--- src/rtl/multi_timer.sv ---
// N-channel down-counting timer with one-shot/auto-reload modes, sticky expiry flags and irq.
// Optional shared prescaler enabled by defining MULTI_TIMER_PRESCALE_EN.
module multi_timer #(
    parameter int N_CH       = 4,
    parameter int WIDTH      = 32,
    parameter int PRESCALE_W = 16
) (
    input  logic                    clk,
    input  logic                    rst,
    input  logic [PRESCALE_W-1:0]   prescale,
    input  logic [N_CH-1:0]         start,
    input  logic [N_CH-1:0]         stop,
    input  logic [N_CH-1:0]         periodic,
    input  logic [N_CH*WIDTH-1:0]   load_value,
    input  logic [N_CH-1:0]         expired_clr,
    output logic [N_CH-1:0]         done,
    output logic [N_CH-1:0]         busy,
    output logic [N_CH*WIDTH-1:0]   count,
    output logic [N_CH-1:0]         expired,
    output logic                    irq
);

    localparam logic [0:0] ST_IDLE = 1'b0;
    localparam logic [0:0] ST_RUN  = 1'b1;

    logic tick;

`ifdef MULTI_TIMER_PRESCALE_EN
    logic [PRESCALE_W-1:0] pre_cnt;

    assign tick = (pre_cnt == prescale);

    // A prescale value lowered below the running count restarts the phase without a tick.
    always_ff @(posedge clk or posedge rst) begin
        if (rst) begin
            pre_cnt <= '0;
        end else if (pre_cnt >= prescale) begin
            pre_cnt <= '0;
        end else begin
            pre_cnt <= pre_cnt + 1'b1;
        end
    end
`else
    logic unused_prescale;

    assign unused_prescale = ^prescale;
    assign tick            = 1'b1;
`endif

    for (genvar i = 0; i < N_CH; i++) begin : g_ch
        logic [0:0]       state_q;
        logic [WIDTH-1:0] cnt_q;
        logic [WIDTH-1:0] reload_q;
        logic [WIDTH-1:0] ld;
        logic             mode_q;
        logic             done_q;
        logic             exp_q;
        logic             expire;

        assign ld = load_value[i*WIDTH +: WIDTH];

        // Start and stop both pre-empt a terminal count in the same cycle.
        assign expire = (state_q == ST_RUN) && tick && (cnt_q == '0) && !start[i] && !stop[i];

        always_ff @(posedge clk or posedge rst) begin
            if (rst) begin
                state_q  <= ST_IDLE;
                cnt_q    <= '0;
                reload_q <= '0;
                mode_q   <= 1'b0;
                done_q   <= 1'b0;
            end else begin
                done_q <= 1'b0;
                if (start[i]) begin
                    cnt_q    <= ld;
                    reload_q <= ld;
                    mode_q   <= periodic[i];
                    state_q  <= ST_RUN;
                end else if (stop[i]) begin
                    state_q <= ST_IDLE;
                end else if (expire) begin
                    done_q <= 1'b1;
                    if (mode_q) begin
                        cnt_q <= reload_q;
                    end else begin
                        state_q <= ST_IDLE;
                    end
                end else if ((state_q == ST_RUN) && tick) begin
                    cnt_q <= cnt_q - 1'b1;
                end
            end
        end

        always_ff @(posedge clk or posedge rst) begin
            if (rst) begin
                exp_q <= 1'b0;
            end else if (expire) begin
                exp_q <= 1'b1;
            end else if (expired_clr[i]) begin
                exp_q <= 1'b0;
            end
        end

        assign count[i*WIDTH +: WIDTH] = cnt_q;
        assign busy[i]                 = (state_q == ST_RUN);
        assign done[i]                 = done_q;
        assign expired[i]              = exp_q;
    end

    assign irq = |expired;

endmodule

--- config.mk ---
export PLATFORM = sky130hd
export DESIGN_NAME = multi_timer
export DESIGN_NICKNAME = d
export VERILOG_FILES = /design/src/rtl/multi_timer.sv
export SDC_FILE = /design/constraint.sdc
export NUM_CORES = 1
export LEC_CHECK = 0
export ABC_CLOCK_PERIOD_IN_PS = 11300
export CAP_MARGIN = 20
export CORE_MARGIN = 10
export CORE_UTILIZATION = 40
export CTS_BUF_LIST = sky130_fd_sc_hd__clkbuf_2 sky130_fd_sc_hd__clkbuf_4 sky130_fd_sc_hd__clkbuf_8
export DETAILED_ROUTE_END_ITERATION = 8
export MAX_ROUTING_LAYER = met4
export PLACE_DENSITY = 0.65
export SLEW_MARGIN = 15
export SYNTH_ARGS = -nofsm -noshare
export SYNTH_HDL_FRONTEND = slang
export SYNTH_SLANG_ARGS = --single-unit
--- constraint.sdc ---
create_clock -name clk -period 11.3 [get_ports clk]
set_input_delay 2.26 -clock clk [delete_from_list [all_inputs] [get_ports clk]]
set_output_delay 2.26 -clock clk [all_outputs]
set_load 0.005 [all_outputs]
==> results_dict.tcl, run 1 <==
set metrics [dict create \
    status "completed" \
    fin_skew_ns 0.0184 \
    setup_viol 0 \
    die_x_um 210 \
    wirelength_mm 46.8 \
    setup_slack_ns 5.83 \
    synth_top_area_share_pct 47.0 \
    hold_path.class "flop to flop" \
    post-route-min-period_ns 5.47 \
    overflow 0 \
    final_max_slew_viol_count 0 \
    grt_util_all_layers_pct 21.5 \
    leakagePower_nw 7.46 \
    grt_max_degree 130 \
    required_ns 11.78 \
    clock-sinks 272 \
    cts_buffers 49 \
    critPathLaunchType "input port" \
    relSlewSlack_pct 30.4 \
    synth.ff_latch_count 272 \
    nets 1997 \
    first_global_vias 13200 \
    wl_per_cell_um 20.1 \
    hpwl_mm 32.5 \
    syn-cell-area_um2 14500 \
    areaGrowthSynthToFinish_pct 28.4 \
    fin_area_um2 18600 \
    first_iter_violations 939 \
    synth_edf_count 0 \
    layout_commonest_cell "clkdlybuf4s50_1" \
    fp.dieArea_um2 44200 \
    post-route-drc-count 0 \
    ant_nets 0 \
    synth_top_area_cell "dfrtp_1" \
    synth_area_leaders "dfrtp_1 47%, o21ai_0 6.4%, mux2_2 4.7%" \
    clk_pin_slew_ns 0.06 \
    drt-vias-per-instance 5.76 \
    dpl_worst_slack_ns 5.16 \
    clock-root-buffer "clkbuf_8" \
    clock_tree.buffer_depth 3 \
    finalCritPeriodShare_pct 48.4 \
    holdBufCountCts 0 \
    power.total_w 0.00267 \
    row_count 69 \
    syn_inst 1588 \
    yosysWarningCount 0 \
    ys_async_sr_fraction_pct 100 \
    io_pins 303 \
    final_cell_mix "282 x clkdlybuf4s50_1, 272 x dfrtp_1, 186 x o21ai_0, 131 x nand2_1, 114 x nor2_1" \
    crit_type "input port to flop" \
    synth.distinct_cells 81 \
    synthesis.nets 1754 \
    synth.avg_cell_area_um2 9.11 \
    powerDensity_nw_per_um2 144 \
    antenna_found_initial 2 \
    port_buffers 286 \
    cap_violations 0 \
    path_max_fanout 29 \
    fin_setup_tns_ns 0 \
    place_area_um2 17500 \
    via_count 13400 \
    start_util_pct 40.6 \
    place.gp.congestion 0.876 \
    cp-end-kind "flop" \
    worstPathArrival_ns 5.94 \
    htree_num_levels 2 \
    grt_pass1_wl_mm 75.5 \
    utilization_pct 52.1 \
    yosysSeqAreaShare_pct 47.0 \
    drive_gt1_share_pct 10.6 \
    rsz0062_at_grt "false" \
    core_area_um2 35700 \
    peakVddDrop_uv 104 \
    dieHeight_um 210 \
    cts_setup_buffers 0 \
    post_cts_resized 0 \
    hold_viol_final 0 \
    worst_pin_slew_ns 1.04 \
    cts_tree "built" \
    timing.fmax_ghz 0.183 \
    drt_pass1_iterations 6 \
    synth_flop_cell "dfrtp_1" \
    clock_latency_ns 0.63 \
]
-- sequential cells by signal (all words and copies together) (netlist names) --
| name | cells |
|---|---|
| g_ch.cnt_q | 128 |
| g_ch.reload_q | 128 |
| g_ch.done_q | 4 |
| g_ch.exp_q | 4 |
| g_ch.mode_q | 4 |
| g_ch.state_q | 4 |
-- area by class of cell --
| type | count | area (um^2) |
|---|---|---|
| diodes | 3 | 7.51 |
| multi-input cells | 1091 | 6720 |
| repair buffers | 303 | 2990 |
| inverters | 114 | 437 |
| clock inverters | 6 | 35.0 |
| clock buffers | 78 | 998 |
| fillers | 3313 | 17100 |
| well taps | 461 | 577 |
| flip-flops and latches | 272 | 6810 |
-- path summary, 6_finish.rpt --
| check | startpoint | endpoint | slack (ns) | cells past startpoint |
|---|---|---|---|---|
| max | stop[3] | g_ch[3].cnt_q[13] | 5.83 | 8 |
| min | g_ch[0].reload_q[29] | g_ch[0].reload_q[29] | 0.48 | 1 |
| max reg2reg | g_ch[3].cnt_q[0] | g_ch[3].cnt_q[13] | 7.10 | 9 |
| min reg2reg | g_ch[0].reload_q[29] | g_ch[0].reload_q[29] | 0.48 | 1 |
| max in group asynchronous | rst | g_ch[3].reload_q[26] | 7.59 | 3 |
| min in group asynchronous | rst | g_ch[0].reload_q[17] | 2.25 | 2 |
-- per-layer routing --
metal	GRT usage (%)	routed length, um
met2	33.4	22000
met3	5.31	3530
met4	5.30	846
met5	-	0
met1	27.8	20500
-- report_power, final --
part	internal, W	switching (W)	total, W
combinational	0.000261	0.000226	0.000488
clock	0.000555	0.000427	0.000983
sequential	0.00108	0.000122	0.00120
total	0.00189	0.000775	0.00267
-- through the flow --
| stage | instances | hold slack [ns] |
|---|---|---|
| after detailed placement | 2240 | 0.472 |
| after global routing | 2327 | 0.494 |
| final | 2328 | 0.482 |
| after floorplan | 1588 | 0.450 |
| after global placement | 2240 | 0.467 |
| after CTS | 2324 | 0.487 |
-- cells in the mapped netlist, types with 15 or more instances --
| library cell | instances |
|---|---|
| a211o_1 | 16 |
| a211oi_1 | 24 |
| a21oi_1 | 60 |
| a31oi_1 | 29 |
| buf_2 | 17 |
| clkbuf_1 | 68 |
| dfrtp_1 | 272 |
| inv_1 | 108 |
| mux2_2 | 60 |
| nand2_1 | 131 |
| nand3_1 | 36 |
| nor2_1 | 114 |
| nor3_1 | 74 |
| nor4_1 | 34 |
| o211ai_1 | 37 |
| o21ai_0 | 186 |
| or3_1 | 25 |
| or4_1 | 29 |
| xnor2_1 | 15 |
-- logic make-up (layout without fill, tap and decap cells) --
logic type,after synthesis,count (layout),synth area share [%]
xor gates and xnor gates,27,27,1.63
DFF,272,272,47.0
and+or+nand+nor,511,511,17.6
buffers and inverters,225,501,6.51
other,0,3,0
muxes,66,66,5.08
adders and majority gates,4,4,0.346
AOI/OAI and AO/OA,483,483,21.8
-- worst max-delay path: stages --
cell and delay [ns]:
clkdlybuf4s50_1 0.44, or3b_2 0.51, or4_4 0.48, o41ai_4 0.96, and2_1 0.61, inv_2 0.40
nor2_1 0.23, a31oi_2 0.05
Power figures use the tool's default switching activity.
==> run 2: changes to the inputs <==
--- a/config.mk
+++ b/config.mk
@@ -5,14 +5,14 @@
 export SDC_FILE = /design/constraint.sdc
 export NUM_CORES = 1
 export LEC_CHECK = 0
-export ABC_CLOCK_PERIOD_IN_PS = 11300
+export ABC_CLOCK_PERIOD_IN_PS = 4800
 export CAP_MARGIN = 20
 export CORE_MARGIN = 10
 export CORE_UTILIZATION = 40
 export CTS_BUF_LIST = sky130_fd_sc_hd__clkbuf_2 sky130_fd_sc_hd__clkbuf_4 sky130_fd_sc_hd__clkbuf_8
 export DETAILED_ROUTE_END_ITERATION = 8
 export MAX_ROUTING_LAYER = met4
-export PLACE_DENSITY = 0.65
+export PLACE_DENSITY = 0.68
 export SLEW_MARGIN = 15
 export SYNTH_ARGS = -nofsm -noshare
 export SYNTH_HDL_FRONTEND = slang
==> constraint.sdc (replaced) <==
create_clock -name clk -period 4.8 [get_ports clk]
set_input_delay 0.96 -clock clk [delete_from_list [all_inputs] [get_ports clk]]
set_output_delay 0.96 -clock clk [all_outputs]
set_load 0.005 [all_outputs]
==> results_dict.tcl, run 2 (synthesis results as in run 1) <==
set metrics [dict create \
    core_area_um2 35700 \
    overflow 0 \
    final_max_slew_viol_count 0 \
    start_util_pct 40.6 \
    cp-end-kind "flop" \
    clock_latency_ns 0.62 \
    cts_setup_buffers 0 \
    relSlewSlack_pct 32.2 \
    first_iter_violations 995 \
    peakVddDrop_uv 205 \
    place.gp.congestion 0.854 \
    ant_nets 0 \
    post-route-min-period_ns 3.48 \
    path_max_fanout 14 \
    hold_path.class "flop to flop" \
    fp.dieArea_um2 44200 \
    fin_setup_tns_ns 0 \
    htree_num_levels 2 \
    top_regs "g_ch.cnt_q (128), g_ch.reload_q (128)" \
    cts_tree "built" \
    antenna_found_initial 2 \
    hpwl_mm 32.5 \
    critPathLaunchType "flop" \
    finalCritPeriodShare_pct 72.6 \
    hold_depth 1 \
    row_count 69 \
    dp_cells 2255 \
    areaGrowthSynthToFinish_pct 29.1 \
    final_cell_mix "282 x clkdlybuf4s50_1, 272 x dfrtp_1, 186 x o21ai_0, 131 x nand2_1, 114 x nor2_1" \
    die_x_um 210 \
    drive_gt1_share_pct 11.3 \
    wirelength_mm 46.9 \
    grt_pass1_wl_mm 74.9 \
    grt_max_degree 102 \
    cap_violations 0 \
    via_count 13600 \
    dieHeight_um 210 \
    timing.fmax_ghz 0.287 \
    grt_util_all_layers_pct 21.3 \
    clock-sinks 272 \
    reg2regPathDepth 9 \
    status "completed" \
    utilization_pct 52.4 \
    fin_area_um2 18700 \
    fin_skew_ns 0.0105 \
    io_pins 303 \
    drt_pass1_iterations 5 \
    rsz0062_at_grt "false" \
    holdWs_ns 0.483 \
    port_buffers 286 \
    clock_tree.buffer_depth 3 \
    clock-root-buffer "clkbuf_8" \
    first_global_vias 13200 \
    hold_viol_final 0 \
    post_cts_resized 0 \
    cts_buffers 48 \
    required_ns 5.27 \
    drt-vias-per-instance 5.81 \
    leakagePower_nw 7.53 \
    crit_type "flop to flop" \
    place_area_um2 17600 \
    layoutNonFillerInstCount 2343 \
    layout_commonest_cell "clkdlybuf4s50_1" \
    wl_per_cell_um 20.0 \
    worst_pin_slew_ns 1.01 \
    holdBufCountCts 0 \
    clk_pin_slew_ns 0.07 \
    post-route-drc-count 0 \
    setup_viol 0 \
    worstPathArrival_ns 3.95 \
    powerDensity_nw_per_um2 337 \
    nets 2012 \
]
run 2: changes by cell type in the layout (fill, tap and decap cells not counted), sizes merged:
cell / previous run / this run
clkinvlp: 2 / 3
diode: 3 / 2
buf: 21 / 36
inv: 112 / 111
bufinv: 0 / 1
clkbuf: 78 / 76
clkinv: 6 / 8
run 2: worst max-delay path: stages, from the launching register on:
cell and delay, ns:
dfrtp_1 0.42, inv_1 0.10, ha_1 0.22, nor4b_1 0.68, nand4_1 0.58, nor3_2 0.60
buf_4 0.33, a21oi_1 0.10, a21bo_2 0.20, a32oi_1 0.08
run 2: layout make-up:
type,count,area (um^2)
Inverter,114,433
Clock inverter,9,75.1
Sequential cell,272,6810
Tap cell,461,577
Antenna cell,2,5.00
Fill cell,3278,17000
Multi-Input combinational cell,1091,6720
Timing Repair Buffer,319,3130
Clock buffer,75,945
run 2: final timing paths:
path	startpoint	end	slack, ns
hold / removal	g_ch[0].reload_q[29]	g_ch[0].reload_q[29]	0.48
setup / recovery	g_ch[1].cnt_q[0]	g_ch[1].cnt_q[31]	1.32
hold reg to reg	g_ch[0].reload_q[29]	g_ch[0].reload_q[29]	0.48
max in group asynchronous	rst	g_ch[2].cnt_q[15]	3.02
min in group asynchronous	rst	g_ch[1].mode_q	0.64
setup reg to reg	g_ch[1].cnt_q[0]	g_ch[1].cnt_q[31]	1.32
run 2: power breakdown:
| part | leakage, nW | switching (W) | internal (W) |
|---|---|---|---|
| clock | 0.541 | 0.00101 | 0.00130 |
| sequential | 3.25 | 0.000287 | 0.00254 |
| combinational | 3.73 | 0.000536 | 0.000625 |
run 2: per-stage QoR:
step | worst slack (ns) | total power, W
2_1_floorplan | 0.245 | 0.00337
4_1_cts | 1.31 | 0.00636
3_5_place_dp | 0.784 | 0.00402
6_report | 1.32 | 0.00629
3_3_place_gp | 0.786 | 0.00399
5_1_grt | 0.963 | 0.00662
run 2: layer usage:
layer | global-route usage [%] | part of all wire, %
met5 | - | 0
met4 | 4.72 | 1.3
met3 | 5.24 | 7.5
met2 | 32.8 | 47
met1 | 27.8 | 45
==> run 3: changes to the inputs <==
--- a/config.mk
+++ b/config.mk
@@ -5,7 +5,7 @@
 export SDC_FILE = /design/constraint.sdc
 export NUM_CORES = 1
 export LEC_CHECK = 0
-export ABC_CLOCK_PERIOD_IN_PS = 4800
+export ABC_CLOCK_PERIOD_IN_PS = 2910
 export CAP_MARGIN = 20
 export CORE_MARGIN = 10
 export CORE_UTILIZATION = 40
==> constraint.sdc (replaced) <==
create_clock -name clk -period 2.91 [get_ports clk]
set_input_delay 0.582 -clock clk [delete_from_list [all_inputs] [get_ports clk]]
set_output_delay 0.582 -clock clk [all_outputs]
set_load 0.005 [all_outputs]
==> results_dict.tcl, run 3 (synthesis results as in run 1) <==
set metrics [dict create \
    relSlewSlack_pct 42.9 \
    clock-sinks 272 \
    fp.dieArea_um2 44200 \
    top_regs "g_ch.cnt_q (128), g_ch.reload_q (128)" \
    row_count 69 \
    powerDensity_nw_per_um2 554 \
    final_max_slew_viol_count 0 \
    cap_violations 0 \
    wirelength_mm 48.6 \
    path_buf_inv 1 \
    fin_area_um2 19800 \
    grt_max_degree 89 \
    via_count 14100 \
    clock_latency_ns 0.62 \
    hold_path.class "input port to async pin" \
    switching_power_w 0.00312 \
    drive_gt1_share_pct 17.0 \
    route.met2.wl_mm 23.5 \
    timing.rr.start "g_ch[0].cnt_q[24]" \
    p_sw_share_pct 28.5 \
    setup_viol 0 \
    core_area_um2 35700 \
    port_buffers 286 \
    path_max_fanout 18 \
    p_int_w 0.00783 \
    worstPathArrival_ns 3.30 \
    io_pins 303 \
    crit_family "simple AND/OR/NAND/NOR gates" \
    cp_cell_sequence "or4_4 > or4_4 > or3_1 > buf_6 > and3_1 > a211oi_1 > o21ai_0" \
    grt_util_all_layers_pct 22.1 \
    clock-root-buffer "clkbuf_8" \
    met1Wirelength_mm 20.8 \
    worst_pin_slew_ns 0.857 \
    nets 2128 \
    power.total_w 0.0109 \
    finalCritPeriodShare_pct 96.5 \
    route.top_layer_used "met4" \
    post-route-drc-count 0 \
    start_util_pct 40.6 \
    fin_skew_ns 0.0196 \
    grt_pass1_wl_mm 77.8 \
    first_iter_violations 1071 \
    layout_commonest_cell "clkdlybuf4s50_1" \
    crit_slowest_cell "or4_4" \
    antenna_found_initial 2 \
    clk_pin_slew_ns 0.07 \
    seqPwrFrac_pct 41.9 \
    place.gp.congestion 0.889 \
    drt_pass1_iterations 5 \
    crit_type "flop to flop" \
    utilization_pct 55.5 \
    clock_tree.buffer_depth 3 \
    critPathLaunchType "flop" \
    timing.fmax_ghz 0.356 \
    post-route-min-period_ns 2.81 \
    cp-end-kind "flop" \
    ant_nets 0 \
    hold_viol_final 0 \
    slowest_delay_ns 0.58 \
    peakVddDrop_uv 365 \
    p_comb_share_pct 20.0 \
    areaGrowthSynthToFinish_pct 36.7 \
    die_x_um 210 \
    required_ns 3.40 \
    place_area_um2 18600 \
    crit_top_cell "or4_4" \
    cts_buffers 49 \
    first_global_vias 14100 \
    overflow 0 \
    power_frac_clock_pct 38.2 \
    wl_per_cell_um 19.7 \
    status "completed" \
    worstReg2RegEnd "g_ch[0].cnt_q[13]" \
    holdBufCountCts 0 \
    wl_met3_mm 3.55 \
    htree_num_levels 2 \
    cts_tree "built" \
    final_cell_mix "282 x clkdlybuf4s50_1, 272 x dfrtp_1, 186 x o21ai_0, 139 x buf_4, 131 x nand2_1" \
    drt-vias-per-instance 5.71 \
    dieHeight_um 210 \
    leakagePower_nw 8.19 \
    r2r_slack_ns 0.10 \
    reg2regPathDepth 7 \
    hpwl_mm 35.0 \
]
run 3: cell types whose count changed in the layout (fill, tap and decap cells not counted), sizes merged:
cell and delta:
inv +1, bufinv +3, buf +116, clkinv +2, clkinvlp -2
run 3: power groups by stage:
stage          sequential (W)  clock (W)  combinational [W]
6_report              0.00458    0.00418            0.00219
5_1_grt               0.00464    0.00446            0.00240
4_1_cts               0.00458    0.00427            0.00219
3_5_place_dp          0.00464          0            0.00218
3_3_place_gp          0.00462          0            0.00214
2_1_floorplan         0.00459          0           0.000959
run 3: stage by stage:
stage	hold WS, ns	setup WS, ns	std cells	TNS, ns
floorplan	0.450	-1.27	1588	-344.74
global placement	0.465	-0.283	2370	-13.20
detailed placement	0.474	-0.276	2370	-15.38
CTS	0.302	0.0673	2459	0
global route	0.327	-0.00762	2463	-0.00762
finish	0.341	0.103	2463	0
run 3: worst max path at each step:
stage	from	depth (start not counted)	end
floorplan	rst	1	g_ch[0].cnt_q[0]
global placement	stop[0]	8	g_ch[0].cnt_q[13]
detailed placement	stop[0]	8	g_ch[0].cnt_q[13]
CTS	g_ch[0].cnt_q[26]	7	g_ch[0].cnt_q[13]
global route	g_ch[0].cnt_q[26]	8	g_ch[0].cnt_q[15]
finish	g_ch[0].cnt_q[24]	7	g_ch[0].cnt_q[13]
run 3: repair_timing:
item / in CTS / in global routing
endpoints found under the setup margin: 0 / 47
hold endpoints to repair: 0 / 0
buffers inserted: 0 / 2
gates resized for setup: 0 / 9
run 3: area by class of cell:
| cell class | count | area [um^2] |
|---|---|---|
| Antenna cell | 2 | 5.00 |
| Clock buffer | 76 | 971 |
| Clock inverter | 13 | 169 |
| Fill cell | 3247 | 15900 |
| Inverter | 114 | 433 |
| Multi-Input combinational cell | 1091 | 6760 |
| Sequential cell | 272 | 6810 |
| Tap cell | 461 | 577 |
| Timing Repair Buffer | 434 | 4060 |
run 3: routing by layer:
metal / up-vias / global-route usage (%)
li1: 6597 / -
met1: 6867 / 27.9
met2: 532 / 35.2
met3: 73 / 4.82
met4: 0 / 5.77
met5: - / -
